### config.mk
export PLATFORM = sky130hd
export DESIGN_NAME = if_id_reg
export DESIGN_NICKNAME = d
export VERILOG_FILES = /design/src/rtl/if_id_reg.sv
export SDC_FILE = /design/constraint.sdc
export NUM_CORES = 1
export LEC_CHECK = 0
export BUFFER_PORTS_ARGS = -buffer_cell sky130_fd_sc_hd__buf_2
export CORE_ASPECT_RATIO = 1.1
export CORE_UTILIZATION = 46
export DETAILED_ROUTE_END_ITERATION = 8
export PLACE_DENSITY = 0.82
export SYNTH_ARGS = -nofsm -noshare
export SYNTH_HDL_FRONTEND = slang
export SYNTH_SLANG_ARGS = --single-unit
export TNS_END_PERCENT = 30
### constraint.sdc
create_clock -name clk -period 2.3 [get_ports clk]
set_clock_uncertainty 0.2 [all_clocks]
set_input_delay 0.575 -clock clk [delete_from_list [all_inputs] [get_ports clk]]
set_output_delay 0.575 -clock clk [all_outputs]
set_load 0.01 [all_outputs]
### src/rtl/if_id_reg.sv
// IF/ID pipeline register.
// Holds the fetched PC, PC+4 and instruction for the decode stage. It freezes
// on a load-use stall, squashes to a NOP on a redirect, and keeps saturating
// stall/flush event counters for the debug display.
// Every output is a flop output. This breaks the loop id_inst -> stall detector -> stall.
module if_id_reg #(
  parameter logic [31:0] NOP_INST = 32'h0000_0000,
  parameter int          CNT_W    = 16
) (
  input  logic             clk,
  input  logic             rst,
  input  logic             stall,
  input  logic             flush,
  input  logic [31:0]      if_pc,
  input  logic [31:0]      if_pc4,
  input  logic [31:0]      if_inst,
  input  logic             if_valid,
  output logic [31:0]      id_pc,
  output logic [31:0]      id_pc4,
  output logic [31:0]      id_inst,
  output logic             id_valid,
  output logic             id_held,
  output logic [CNT_W-1:0] stall_cnt,
  output logic [CNT_W-1:0] flush_cnt
);

  localparam logic [CNT_W-1:0] CNT_ONE = {{(CNT_W-1){1'b0}}, 1'b1};
  localparam logic [CNT_W-1:0] CNT_MAX = {CNT_W{1'b1}};

  // A stall only counts when no flush overrides it on the same edge.
  logic stall_eff;
  assign stall_eff = stall & ~flush;

  // Decode slot update. Priority is reset, then flush, then stall, then load.
  always_ff @(posedge clk) begin
    if (rst) begin
      id_pc    <= 32'h0;
      id_pc4   <= 32'h0;
      id_inst  <= NOP_INST;
      id_valid <= 1'b0;
      id_held  <= 1'b0;
    end else if (flush) begin
      // PC fields keep their old values so debug still shows where the squash happened.
      id_inst  <= NOP_INST;
      id_valid <= 1'b0;
      id_held  <= 1'b0;
    end else if (stall) begin
      id_held  <= 1'b1;
    end else begin
      id_pc    <= if_pc;
      id_pc4   <= if_pc4;
      // A bubble never carries a live instruction word into decode.
      id_inst  <= if_valid ? if_inst : NOP_INST;
      id_valid <= if_valid;
      id_held  <= 1'b0;
    end
  end

  // Saturating count of edges on which the slot was held by a stall.
  always_ff @(posedge clk) begin
    if (rst) begin
      stall_cnt <= '0;
    end else if (stall_eff && (stall_cnt != CNT_MAX)) begin
      stall_cnt <= stall_cnt + CNT_ONE;
    end
  end

  // Saturating count of edges on which the slot was flushed.
  always_ff @(posedge clk) begin
    if (rst) begin
      flush_cnt <= '0;
    end else if (flush && (flush_cnt != CNT_MAX)) begin
      flush_cnt <= flush_cnt + CNT_ONE;
    end
  end

endmodule
Yosys cells after proc, flatten, opt, wreduce, memory -nomap -nowiden
Cells that the tools add are included.

operators by class
  add/sub/neg operators = 2
  eq/ne operators = 2
  multiplexer cells = 2
  bitwise operators = 3
  reduce and logical (&&, ||, !) cells = 4

operators with widths
  cell                                                              count
  16-bit by 1-bit adder with 16-bit output (second input constant)  2
  32-bit two-way mux                                                1
  16-bit != test (second input constant)                            2
  1-bit logical AND                                                 2
  1-bit NOT                                                         2
  2-bit AND reduction                                               1
  2-bit OR reduction                                                1
  1-bit bitwise AND                                                 1
  1-bit two-way mux                                                 1

storage, ports and cells
  flip-flop bits (word level) = 130
  bits of input ports = 101

Depth between registers and ports, before layout
  depth in word-level cells = 3
  depth in mapped cells = 6
  mapped depth without buffers = 5

Worst setup path before layout
OpenSTA, ideal clock, no wires.

  kind = input to register
  from = in flush
  to = reg flush_cnt[15]
  library setup time = 0.123 ns
  arrival time = 1.607 ns
  data required time = 1.977 ns
  slack = 0.369 ns
  cell stages on the path = 5
  buffers on the path = 1
  cell sequence = buf_6 > and3_4 > nand3_1 > nor4b_2 > mux2_1

between the ends
  word-level cells in the longest chain between the ends = 1

RTL lines
  element                 line  source
  start: declaration      13    input logic flush,
  1-bit logical AND       72    end else if (flush && (flush_cnt != CNT_MAX)) begin
  end signal: assignment  73    flush_cnt <= flush_cnt + CNT_ONE;
  end: declaration        24    output logic [CNT_W-1:0] flush_cnt

No other way between the ends.
A chain may end at the register's enable or synchronous reset.

Worst setup path in the final report
  from = reg flush_cnt[0]
  to = reg flush_cnt[13]

between the ends
  word-level cells in the longest chain between the ends = 2
  elaborated cells between the ends (all ways) = 3

RTL lines
  element
  parallel branches: the longest is 2 deep, another holds 16-bit by 1-bit adder with 16-bit output

Parallel ways; which one is timed is not known.

==> results.yml <==
sta:
  finalCriticalPeriod_ps: 2080
  worst-slew-pin-transition_ps: 469
  final.setup.tns_ps: 0
  slew_viol_final: 0
  rsz0062_at_grt: "no"
  hold_slack_ps: 177
  max_freq_mhz: 480
  hold_viol: 0
  max_slew_margin_pct: 68.5
  post-route-period-util_pct: 90.6
  setup_viol: 0
  setup_ws_ps: 217
routing:
  drc: 0
  detailroute.via_count: 4928
  dr.first_iter.drc_count: 214
  drt_pass_1_iters: 4
  routed_via_density: 5.25
  wl_um: 13100
  final_antenna_net_count: 0
  post_drt_wl_per_cell_um: 14.0
hold_path:
  whs_path_depth: 2
  hold_path_end: "id_inst[1]"
  min_from: "if_inst[1]"
  type_of_the_tightest_min_delay_check: "primary input to register"
worst_setup_path:
  crit_arrival_ps: 2170
  endpoint_kind: "register"
  startpoint_type: "register"
  crit-reg2reg-launch: "flush_cnt[0]"
  reg2reg_setup_slack_ps: 220
  cp_data_required_time_ps: 2390
  worstSetupPathType: "register to register"
  timing.reg2reg.worst_path_depth: 5
  path_max_fanout: 7
  critical_path.reg2reg.endpoint: "flush_cnt[13]"
  critPathLaunch: "flush_cnt[0]"
pwr:
  power.net_switching_uw: 1290
  powerDensity_nw_per_um2: 791
  combPwrFrac_pct: 7.7
  seq_power_share_pct: 43.7
  share_of_total_power_in_the_clock_network_pct: 48.5
  netSwitchingFraction_pct: 23.7
  power.internal_uw: 4160
  peakVddDrop_uv: 511
  leakage_uw: 0.00319
finish:
  stdcell_count: 938
  num_antenna_cells: 0
  layout.cells.most_common: "sky130_fd_sc_hd__buf_2"
  num-nets-final: 885
  post_route_cells_drive_above_1_share_pct: 36.6
  synthToLayoutAreaGrowth_pct: 38.6
  most-common-layout-cells: "sky130_fd_sc_hd__buf_2 (229), sky130_fd_sc_hd__nand2_1 (142), sky130_fd_sc_hd__dfxtp_1 (130), sky130_fd_sc_hd__a21oi_1 (79), sky130_fd_sc_hd__a22o_1 (32)"
synthesis:
  synth.largest_area_cell: "sky130_fd_sc_hd__dfxtp_1"
  yosys.area.top_type_share_pct: 52.4
  avgSynthCellArea_sq_um: 8.90
  synth-edff-count: 0
  netlist_top_cells_area: "sky130_fd_sc_hd__dfxtp_1 (52%), sky130_fd_sc_hd__nand2_1 (11%), sky130_fd_sc_hd__a21oi_1 (8.0%)"
  postSynthNetCount: 661
  ys_seq_area_share_pct: 52.4
  ys.flop_type: "sky130_fd_sc_hd__dfxtp_1"
  synth.distinct_cells: 55
  yosys_warnings: 0
  async_reset_ff_share_pct: 0
  synth.cell_area_sq_um: 4970
  synth_cells: 558
  synth-seq-cells: 130
placement:
  io_buffer_count: 230
  dpl.hpwl_um: 9340
  place.gp.congestion: 0.837
  detailedPlace.worstSlack_ps: 152
  numPlacedInstances: 906
floorplan:
  row_count: 39
  die_area_sq_um: 11200
  core_area_sq_um: 10400
  fp.dieH_um: 111
  die_w_um: 101
  initial_cell_density_of_the_core_pct: 47.6
  io_pins: 231
global_route:
  maximum_number_of_pins_on_one_net_before_global_route_repair: 65
  grt_pass1_vias: 4540
  overflow: 0
  grt_antenna_before_repair: 0
  grt.total_usage_pct: 23.4
  grt_first_pass_wirelength_um: 20900
cts:
  clock-sinks: 130
  cts_root_buffer: "sky130_fd_sc_hd__clkbuf_16"
  tritoncts_clock_tree: "yes"
  cts_setup_buffers: 0
  post_cts_resized: 0
  h-tree-depth: 4
  clock_path_buffers: 2
  worstSkewPairLatency_ps: 410
  clk_pin_slew_ps: 60
  hold_buffers: 0
  tritoncts.num_buffers: 17
job:
  max-cap-violations: 0
outcome:
  run_status: "finished clean"
[stage by stage]
step	area [sq um]	utilization, %	power [uW]
CTS	6880	65.9	5500
floorplan	4970	-	2630
global placement	6290	60.2	2830
detailed placement	6290	60.2	2850
finish	6880	65.9	5440
global route	6880	65.9	5650
[power by group through the flow]
| stage | clock, uW | sequential [uW] | combinational (uW) |
|---|---|---|---|
| CTS | 2700 | 2380 | 423 |
| detailed placement | 0 | 2430 | 424 |
| global route | 2800 | 2390 | 464 |
| global placement | 0 | 2420 | 412 |
| floorplan | 0 | 2460 | 169 |
| finish | 2640 | 2380 | 421 |
[Yosys cell counts (all sizes together) (2+ instances only)]
cell type  number
nor4            3
ha              2
inv             7
a311oi          3
nor4b           3
or3             3
o311ai          3
or4             9
and4            4
clkbuf         23
nand3          10
nand4b          2
nor3            4
a22o           32
nor2b           5
and3            9
a31oi           5
dfxtp         130
o21ai           5
buf            13
o31ai           8
nand4           6
nor3b           5
or2             3
nand2         144
nor2           16
o41ai           4
mux2            3
a21oi          79
mux2i           4
[routing by layer]
metal	track usage, %	up-vias	routed length [um]
li1	-	2430	-
met1	27.8	2228	5460
met2	39.0	236	6230
met3	5.99	34	1090
met4	11.4	0	354
met5	0	-	0
[worst max-delay path: stages (launching register included)]
cell,delay [ps]
sky130_fd_sc_hd__dfxtp_1,470
sky130_fd_sc_hd__ha_1,260
sky130_fd_sc_hd__nand3_1,190
sky130_fd_sc_hd__nor2_1,390
sky130_fd_sc_hd__nor3b_1,110
sky130_fd_sc_hd__mux2_1,330
[flip-flops by register name, summed over array words and instances, names as in the netlist]
signal and count:
id_inst 32, id_pc4 32, id_pc 32, flush_cnt 16, stall_cnt 16, id_held 1
id_valid 1
[area by class of cell]
class | instances | area (sq um)
fillers | 863 | 3560
repair buffers | 241 | 1290
inverters | 7 | 26.3
clock buffers | 18 | 439
multi-input cells | 385 | 2200
flip-flops and latches | 130 | 2600
clock inverters | 14 | 154
well taps | 143 | 179
[cells by family after synthesis]
family | synth area share, %
buffers and inverters | 3.60
adders and majority gates | 0.504
muxes | 1.49
DFF | 52.4
AOI/OAI and AO/OA | 18.9
and+or+nand+nor | 23.0
xor gates and xnor gates | 0.176
[worst max-delay path by stage]
stage | endpoint | slack, ps | cells after the start
3_3_place_gp | stall_cnt[9] | 180 | 5
6_report | flush_cnt[13] | 220 | 5
2_1_floorplan | flush_cnt[15] | 370 | 5
4_1_cts | flush_cnt[13] | 230 | 5
3_5_place_dp | stall_cnt[13] | 150 | 5
5_1_grt | flush_cnt[15] | 130 | 4
No activity file was read; power rests on OpenSTA's default activity.
